File: config.mk
export PLATFORM = sky130hd
export DESIGN_NAME = mac_pipe_acc
export DESIGN_NICKNAME = d
export VERILOG_FILES = /design/src/rtl/mac_pipe_acc.sv
export SDC_FILE = /design/constraint.sdc
export NUM_CORES = 1
export LEC_CHECK = 0
export ABC_AREA = 1
export BUFFER_PORTS_ARGS = -buffer_cell sky130_fd_sc_hd__buf_4
export CAP_MARGIN = 20
export CORE_UTILIZATION = 65
export DETAILED_ROUTE_END_ITERATION = 8
export PLACE_DENSITY = 0.81
export SKIP_CTS_REPAIR_TIMING = 1
export SLEW_MARGIN = 25
export SYNTH_ARGS = -nofsm -noshare
export SYNTH_HDL_FRONTEND = slang
export SYNTH_SLANG_ARGS = --single-unit
File: constraint.sdc
create_clock -name clk -period 7.1 [get_ports clk]
set_clock_uncertainty 0.1 [all_clocks]
set_input_delay 0.355 -clock clk [delete_from_list [all_inputs] [get_ports clk]]
set_output_delay 0.355 -clock clk [all_outputs]
set_load 0.1 [all_outputs]
File: src/rtl/mac_pipe_acc.sv
// Pipelined signed multiply-accumulate with single-MAC and frame-accumulate modes.
// Optional build macro MAC_SAT_EN: clamp result on overflow instead of wrapping.
module mac_pipe_acc #(
  parameter int A_W   = 16,
  parameter int B_W   = 16,
  parameter int C_W   = 16,
  parameter int ACC_W = 40,
  parameter int OUT_W = 32
) (
  input  logic                    clk,
  input  logic                    reset,
  input  logic                    in_valid,
  input  logic                    mode,
  input  logic                    in_first,
  input  logic                    in_last,
  input  logic signed [A_W-1:0]   a_in,
  input  logic signed [B_W-1:0]   b_in,
  input  logic signed [C_W-1:0]   c_in,
  output logic                    out_valid,
  output logic signed [OUT_W-1:0] result,
  output logic                    overflow
);

  localparam int P_W = A_W + B_W;

  generate
    if (ACC_W < P_W + 1 || ACC_W < C_W + 1 || OUT_W > ACC_W) begin : g_bad_widths
      $error("mac_pipe_acc: ACC_W must be >= A_W+B_W+1 and >= C_W+1, and OUT_W <= ACC_W");
    end
  endgenerate

  localparam logic signed [ACC_W-1:0] OUT_MAX = {{(ACC_W-OUT_W+1){1'b0}}, {(OUT_W-1){1'b1}}};
  localparam logic signed [ACC_W-1:0] OUT_MIN = {{(ACC_W-OUT_W+1){1'b1}}, {(OUT_W-1){1'b0}}};

  typedef enum logic [0:0] {IDLE, ACCUM} state_t;

  // Stage 1: operand capture
  logic                  s1_valid_reg, s1_mode_reg, s1_first_reg, s1_last_reg;
  logic signed [A_W-1:0] s1_a_reg;
  logic signed [B_W-1:0] s1_b_reg;
  logic signed [C_W-1:0] s1_c_reg;

  always_ff @(posedge clk) begin
    if (reset) begin
      s1_valid_reg <= 1'b0;
      s1_mode_reg  <= 1'b0;
      s1_first_reg <= 1'b0;
      s1_last_reg  <= 1'b0;
      s1_a_reg     <= '0;
      s1_b_reg     <= '0;
      s1_c_reg     <= '0;
    end else begin
      s1_valid_reg <= in_valid;
      if (in_valid) begin
        s1_mode_reg  <= mode;
        s1_first_reg <= in_first;
        s1_last_reg  <= in_last;
        s1_a_reg     <= a_in;
        s1_b_reg     <= b_in;
        s1_c_reg     <= c_in;
      end
    end
  end

  // Stage 2: full-width signed product
  logic                  s2_valid_reg, s2_mode_reg, s2_first_reg, s2_last_reg;
  logic signed [P_W-1:0] s2_prod_reg;
  logic signed [C_W-1:0] s2_c_reg;

  always_ff @(posedge clk) begin
    if (reset) begin
      s2_valid_reg <= 1'b0;
      s2_mode_reg  <= 1'b0;
      s2_first_reg <= 1'b0;
      s2_last_reg  <= 1'b0;
      s2_prod_reg  <= '0;
      s2_c_reg     <= '0;
    end else begin
      s2_valid_reg <= s1_valid_reg;
      if (s1_valid_reg) begin
        s2_mode_reg  <= s1_mode_reg;
        s2_first_reg <= s1_first_reg;
        s2_last_reg  <= s1_last_reg;
        s2_prod_reg  <= s1_a_reg * s1_b_reg;
        s2_c_reg     <= s1_c_reg;
      end
    end
  end

  // Stage 3: frame FSM and accumulator
  logic signed [ACC_W-1:0] prod_ext, c_ext;
  logic signed [ACC_W-1:0] acc_reg, acc_next, sum_next, s3_sum_reg;
  logic                    emit_next, s3_valid_reg;
  state_t                  state_reg, state_next;

  assign prod_ext = {{(ACC_W-P_W){s2_prod_reg[P_W-1]}}, s2_prod_reg};
  assign c_ext    = {{(ACC_W-C_W){s2_c_reg[C_W-1]}}, s2_c_reg};

  always_comb begin
    sum_next   = acc_reg;
    acc_next   = acc_reg;
    emit_next  = 1'b0;
    state_next = state_reg;
    if (s2_valid_reg) begin
      if (!s2_mode_reg) begin
        // Single MAC; any open frame is dropped.
        sum_next   = prod_ext + c_ext;
        acc_next   = '0;
        emit_next  = 1'b1;
        state_next = IDLE;
      end else begin
        if (state_reg == IDLE || s2_first_reg) sum_next = c_ext + prod_ext;
        else                                   sum_next = acc_reg + prod_ext;
        acc_next = sum_next;
        if (s2_last_reg) begin
          emit_next  = 1'b1;
          state_next = IDLE;
        end else begin
          state_next = ACCUM;
        end
      end
    end
  end

  always_ff @(posedge clk) begin
    if (reset) begin
      state_reg    <= IDLE;
      acc_reg      <= '0;
      s3_valid_reg <= 1'b0;
      s3_sum_reg   <= '0;
    end else begin
      state_reg    <= state_next;
      acc_reg      <= acc_next;
      s3_valid_reg <= emit_next;
      if (emit_next) s3_sum_reg <= sum_next;
    end
  end

  // Output stage: range check and wrap/clamp, held between pulses
  logic                    ovf_next;
  logic signed [OUT_W-1:0] result_next;

  assign ovf_next = (s3_sum_reg > OUT_MAX) || (s3_sum_reg < OUT_MIN);

`ifdef MAC_SAT_EN
  assign result_next = !ovf_next ? s3_sum_reg[OUT_W-1:0]
                     : (s3_sum_reg[ACC_W-1] ? OUT_MIN[OUT_W-1:0] : OUT_MAX[OUT_W-1:0]);
`else
  assign result_next = s3_sum_reg[OUT_W-1:0];
`endif

  always_ff @(posedge clk) begin
    if (reset) begin
      out_valid <= 1'b0;
      result    <= '0;
      overflow  <= 1'b0;
    end else begin
      out_valid <= s3_valid_reg;
      if (s3_valid_reg) begin
        result   <= result_next;
        overflow <= ovf_next;
      end
    end
  end

endmodule

==> results of run 1 <==
-- placed cells by master, fill, tap and decap left out, drive strengths merged, types with 2 or more instances in the layout --
master       count
or2             12
o211ai          11
ha             153
inv            738
clkinvlp         2
o21a             4
nand2          915
dlygate4sd3     44
nor2           403
buf            118
a21oi          161
clkinv           5
a31oi           14
xor2            22
bufinv           3
clkbuf          35
nor3            22
nand3          171
nand3b          15
a21o             2
o21ai          259
diode            7
nand4           34
xnor2           21
fa             264
a31o             4
dfxtp          220
o21bai           7
nor4             7
-- cell type report --
cell class / instances / area (um2) / share of cell area (%)
Multi-Input combinational cell: 2505 / 16470 / 62.26
Tap cell: 468 / 585.6 / 2.214
Sequential cell: 220 / 4409 / 16.67
Antenna cell: 7 / 17.52 / 0.06623
Timing Repair Buffer: 162 / 1326 / 5.015
Inverter: 739 / 2776 / 10.50
Clock inverter: 9 / 143.9 / 0.5440
Clock buffer: 35 / 723.2 / 2.734
-- how the worst max path moves through the flow --
stage	startpoint	to	slack, ns
after floorplan	s1_b_reg[2]	s2_prod_reg[31]	0.97
after global placement	s1_b_reg[5]	s2_prod_reg[28]	0.45
after detailed placement	s1_b_reg[5]	s2_prod_reg[28]	0.41
after CTS	s1_b_reg[5]	s2_prod_reg[28]	0.38
after global routing	s1_a_reg[15]	s2_prod_reg[28]	-0.02
final	s1_b_reg[13]	s2_prod_reg[28]	0.22
-- worst min-delay path, cell delays in order --
cell and delay [ns]:
buf_4 0.08, nor2_1 0.05, nor2_1 0.12
-- cell usage after synthesis, types with 3 or more instances --
cell	number
nor4_1	7
ha_1	153
dfxtp_1	220
a21oi_2	3
or2_2	12
nand2_2	8
o21bai_1	7
o21ai_1	9
a21oi_1	158
nor2_1	394
nor3_1	20
o21ai_0	249
inv_1	735
a31oi_1	14
nand2_1	907
fa_1	264
nor2_2	9
clkbuf_1	132
nand3_1	168
clkinv_1	3
o21a_1	4
a31o_2	4
buf_2	7
xor2_1	22
o211ai_1	10
xnor2_1	21
nand3b_1	15
nand4_1	34
-- power breakdown --
group	leakage, nW	total, W	switching [W]	internal [W]
Sequential	1.81	0.00147	0.000155	0.00132
Combinational	12.6	0.00274	0.00180	0.000939
Clock	0.421	0.00141	0.000586	0.000823
Total	14.8	0.00562	0.00254	0.00308
-- per-layer routing --
metal  vias up  GRT usage (%)
met5         -              0
met4         0          17.03
met3       451          10.64
met2      1860          66.12
met1     11517          60.59
li1      11093              -
-- through the flow --
step                utilization (%)   TNS, ns
floorplan                         -         0
global placement              68.62         0
detailed placement            68.62         0
CTS                           70.98         0
global route                  72.23  -0.01585
finish                        72.24         0
-- kinds of logic after synthesis --
| group | Yosys count | synth area share, % |
|---|---|---|
| fa+ha+maj | 417 | 29.75 |
| xor+xnor | 43 | 1.556 |
| flops | 220 | 18.20 |
| simple gates | 1580 | 26.61 |
| compound gates | 465 | 10.11 |
| buf+inv | 882 | 13.78 |
==> key figures, run 1 <==
Drt
  • Pre-antenna DRT Iters: 9
  • Post-route ant nets: 0
  • Total Routed Length: 86.86 mm
  • Met3 wire len: between 10 and 15 mm
  • Via count: approximately 25000
  • Vias per inst: 6.012
  • Routed wl met2: between 30 and 40 mm
  • Wirelength per Cell: roughly 21 um
  • Iteration-0 DRC count of the detailed router: 3084
  • DRC: 4
  • Top routing layer used: met4
  • DRT met1 WL: between 30 and 40 mm

Yosys
  • Main synth FF type: dfxtp_1
  • Synthesized area per cell: about 6.7 um2
  • Post-synthesis register bit count: 220
  • Netlist cell types: 41
  • Post-Syn Nets: 4078
  • FFs w/ async S/R, synth: 0%
  • Mapped Cells: roughly 3600
  • Syn Std Cell Area: ~0.024 mm2
  • Post-synth EDFFs: 0
  • Post-synth top area share: 21.84%
  • Post-synthesis sequential area ratio: between 10% and 20%
  • Yosys top cell by area: fa_1
  • Synth warn: 0
  • Top post-synthesis cells by area: fa_1, dfxtp_1, nand2_1

Floorplanning
  • I/O pins: between 80 and 90
  • Die H: between 150 and 200 um
  • Die span in x: around 190 um
  • Initial Util: around 66%
  • Core Rows: 70
  • CORE AREA: roughly 0.037 mm2
  • Die ar.: between 0.03 and 0.04 mm2

Timing
  • Hold Slack: -0.01951 ns
  • Worst slew pin tran: 0.9128 ns
  • Worst setup margin: between 0.2 and 0.25 ns
  • Final setup vio count: 0
  • Final hold vios: 2
  • Count of final max-slew check failures: 0
  • Fmax achieved: 0.1453 GHz
  • Post-layout min period: 6.884 ns
  • Period Utilization, post-route: between 90% and 100%
  • Relative slew slack: between 30% and 40%

Worst setup path
  • CP Launch Type: register
  • Crit path required time: ~7.5 ns
  • Crit-path cells: buf_4 -> nand2_1 -> inv_1 -> fa_1 -> fa_1 -> fa_1 -> fa_1 -> fa_1 -> inv_1 -> fa_1 -> inv_1 -> ha_1 -> nand2_1 -> nor2_1 -> inv_1 -> nor3_1 -> o21ai_0 -> nand3_1 -> nand2_1 -> nand3_1 -> o211ai_1 -> inv_1
  • Crit path depth: 22
  • Worst Path Buf+Inv: 6
  • Crit path max fanout: 14
  • Largest stage delay, worst path: 0.87 ns
  • Worst reg2reg setup slack: between 0.2 and 0.25 ns
  • RR Endpoint: s2_prod_reg[28]
  • CP Class: register to register
  • Worst reg2reg path startpoint: s1_b_reg[13]
  • Critical path's slowest cell: dfxtp_1
  • Cell mode on critical path: fa_1
  • CP endpoint kind: register
  • Reg2Reg Depth: 22
  • Worst path arrival time: approximately 7.3 ns
  • CP top delay family: adder cells

Final layout
  • Fin nets: 4124
  • Share of layout cells above drive strength 1: between 5 and 6%
  • FILL cells: approximately 2800
  • Design area: about 0.026 mm2
  • Final Non-Filler Cells: just over 4000
  • Synth-to-layout area growth: 9.280%

Flow run
  • Max-cap viol count: 0

Placement
  • Placed cells: ~4000
  • PortBufs: between 80 and 90
  • Hpwl dp: between 60 and 70 mm
  • Placement Cell Area: ~0.025 mm2
  • Setup WS pre-CTS: roughly 0.4 ns
  • RD Place Congestion: roughly 1.1

CTS
  • Clock Tree Buf Depth: 3
  • Number of buffers created by CTS: 25
  • CTS root buf: clkbuf_16
  • Reg clk slew, reported paths: roughly 0.070 ns
  • Worst-Skew Late Latency: ~0.58 ns
  • CTS tree: done
  • Clock sinks: 220
  • # H-tree levels: 1

Power and ir drop
  • PnR Total Power: ~0.0056 W
  • PwrDens: roughly 210 mW/mm2
  • LEAKAGE: about 15 nW
  • Peak supply drop: between 0.0002 and 0.0003 V

Status
  • Outcome: complete, but fails checks
  • Failing checks: design-rule violations, negative hold slack

Global routing
  • Total Routing Usage GR: around 44%
  • GRT overflow: 0
  • First-pass GRT wire length: about 130 mm
  • Initial antenna violation count: 7
  • Largest net degree at the start of global routing: 105
  • Number of global-route vias before repair: 24408

Worst hold path
  • Hold Crit Depth: 3
  • Min-Delay Path Class: input pin to register
  • Min-Delay Endpoint: s1_c_reg[8]
  • Hold_sp: c_in[8]
Note: power is estimated with default switching activity, not from simulation.
==> run 2: changes to the inputs <==
CORE_UTILIZATION = 32   (was 65)
PLACE_DENSITY = 0.45   (was 0.81)
==> key figures, run 2 (same netlist as run 1, synthesis figures left out) <==
Flow run
  • Max-cap viol count: 0 (unchanged)

Drt
  • Pre-antenna DRT Iters: 5 (-4)
  • Total Routed Length: 82.40 mm (-5.1%)
  • Post-route ant nets: 0 (unchanged)
  • Vias per inst: 4.772 (-21%)
  • Iteration-0 DRC count of the detailed router: 1558 (-49%)
  • DRC: 0 (-4)
  • Wirelength per Cell: 17.64 um (-16%)
  • Via count: 22294 (-11%)

CTS
  • CTS tree: done
  • # H-tree levels: 1 (unchanged)
  • Clock Tree Buf Depth: 3 (unchanged)
  • Worst-Skew Late Latency: 0.60 ns (+0.02 ns)
  • Reg clk slew, reported paths: 0.06 ns (about the same)
  • Clock sinks: 220 (unchanged)
  • Number of buffers created by CTS: 28 (+12%)
  • CTS root buf: clkbuf_16

Placement
  • Placement Cell Area: 0.02592 mm2 (+3.2%)
  • RD Place Congestion: 0.9104 (-14%)
  • Placed cells: 4574 (+13%)
  • Hpwl dp: 67.47 mm (+4.9%)
  • Setup WS pre-CTS: 0.6482 ns (+0.2385 ns)
  • PortBufs: 87 (unchanged)

Global routing
  • Initial antenna violation count: 1 (-6)
  • GRT overflow: 0 (unchanged)
  • First-pass GRT wire length: 131.6 mm (+1.8%)
  • Total Routing Usage GR: 21.96% (-22 points)
  • Number of global-route vias before repair: 22443 (-8.1%)
  • Largest net degree at the start of global routing: 83 (-21%)

Final layout
  • Commonest cells after routing, fill and taps aside: nand2_1, inv_1, nor2_1, fa_1, o21ai_0
  • Design area: 0.02740 mm2 (+3.6%)
  • Most common cell after layout, fill and taps aside: nand2_1
  • Diode count: 0 (-7)
  • FILL cells: 8199 (+190%)
  • Synth-to-layout area growth: 13.23%
  • Final Non-Filler Cells: 4672 (+13%)
  • Fin nets: 4154 (+0.73%)
  • Share of layout cells above drive strength 1: 6.427% (+0.73 points)

Power and ir drop
  • Net Sw Frac: 44.14% (-1.1 points)
  • LEAKAGE: 14.99 nW (+1.4%)
  • PwrDens: 208.7 mW/mm2 (-1.8%)
  • Peak supply drop: 0.0001859 V (-33%)
  • Clk pwr share: 27.6% (+2.5 points)
  • Comb power frac: 46.9% (-1.8 points)
  • Share of power burned in registers: 25.4% (-0.8 points)
  • Int Pwr: 0.003195 W (+3.7%)
  • P_sw: 0.002525 W (-0.69%)

Timing
  • Worst slew pin tran: 0.8668 ns (-0.04598 ns)
  • Unrepaired setup endpoints after global routing: false
  • Fin Setup TNS: 0 ns (unchanged)
  • Final hold vios: 0 (-2)
  • Count of final max-slew check failures: 0 (unchanged)
  • Final setup vio count: 0 (unchanged)
  • Hold Slack: 0.008441 ns (+0.02795 ns)
  • Fmax achieved: 0.1530 GHz (+5.3%)
  • Post-layout min period: 6.535 ns (-0.3485 ns)
  • Relative slew slack: 41.80% (+2.7 points)
  • Worst setup margin: 0.5650 ns (+0.3485 ns)
  • Period Utilization, post-route: 92.04% (-4.9 points)

Worst setup path
  • Worst path arrival time: 6.92 ns (-0.38 ns)
  • Crit path max fanout: 5 (-9)
  • CP endpoint kind: register
  • Crit path required time: 7.49 ns (-0.02 ns)
  • CP Class: register to register
  • CP Launch Type: register

Floorplanning
  • Initial Util: 32.40% (-34 points)
  • CORE AREA: 0.07470 mm2 (+100%)
  • Core Rows: 100 (+43%)
  • Die H: 277.0 um (+42%)
  • Die span in x: 277.0 um (+42%)
  • Die ar.: 0.07673 mm2 (+100%)
  • I/O pins: 88 (unchanged)

Status
  • Outcome: completed

Worst hold path
  • Min-Delay Path Class: input pin to register
run 2: cell types whose count changed in the layout (fill, tap and decap cells not counted), moves of 2 or more:
cell	previous run	this run
dlygate4sd3_1	44	48
clkbuf_8	6	8
dfxtp_1	216	218
clkbuf_1	4	2
clkbuf_16	25	28
diode_2	7	0
dfxtp_2	4	2
buf_4	118	141
run 2: stage by stage:
step,power [W],util [%]
6_report,0.005720,36.69
5_1_grt,0.006217,36.69
4_1_cts,0.005766,36.04
3_5_place_dp,0.004150,34.70
3_3_place_gp,0.004177,34.70
2_1_floorplan,0.003309,-
run 2: worst max-delay path: stages (launching register included):
cell	delay [ns]
dfxtp_1	0.54
nand2_1	0.23
fa_1	0.63
inv_1	0.13
fa_1	0.58
fa_1	0.57
inv_1	0.05
fa_1	0.54
inv_1	0.06
fa_1	0.53
inv_1	0.05
fa_1	0.52
inv_1	0.04
ha_1	0.42
nand2_1	0.21
nor3_1	0.47
o21ai_0	0.34
nand4_1	0.18
nand3_1	0.09
o211ai_1	0.12
inv_1	0.05
run 2: power groups by stage:
stage / Combinational, W / Sequential, W / Clock [W]
after floorplan: 0.00188 / 0.00143 / 0
after global placement: 0.00270 / 0.00148 / 0
after detailed placement: 0.00267 / 0.00148 / 0
after CTS: 0.00269 / 0.00145 / 0.00162
after global routing: 0.00308 / 0.00146 / 0.00167
final: 0.00268 / 0.00146 / 0.00158
run 2: layer usage:
| metal | up-vias | GRT usage (%) | share of wire [%] |
|---|---|---|---|
| li1 | 11139 | - | - |
| met1 | 10650 | 34.43 | 53 |
| met2 | 437 | 32.69 | 41 |
| met3 | 68 | 1.865 | 4.5 |
| met4 | 0 | 3.604 | 1.6 |
| met5 | - | 0 | 0 |
run 2: path summary, 6_finish.rpt:
check,start,to,slack [ns],cells after the start
hold reg to reg,s3_sum_reg[26],s3_sum_reg[26],0.35,2
setup / recovery,s1_b_reg[7],s2_prod_reg[29],0.56,20
setup reg to reg,s1_b_reg[7],s2_prod_reg[29],0.56,20
hold / removal,b_in[6],s1_b_reg[6],0.008,3
run 2: final cells by class:
class | instances | area [um2] | area share, %
flip-flops and latches | 220 | 4407 | 16.08
well taps | 969 | 1212 | 4.424
clock inverters | 12 | 185.2 | 0.6757
inverters | 739 | 2776 | 10.13
clock buffers | 38 | 818.3 | 2.986
multi-input cells | 2505 | 16470 | 60.09
repair buffers | 189 | 1539 | 5.616
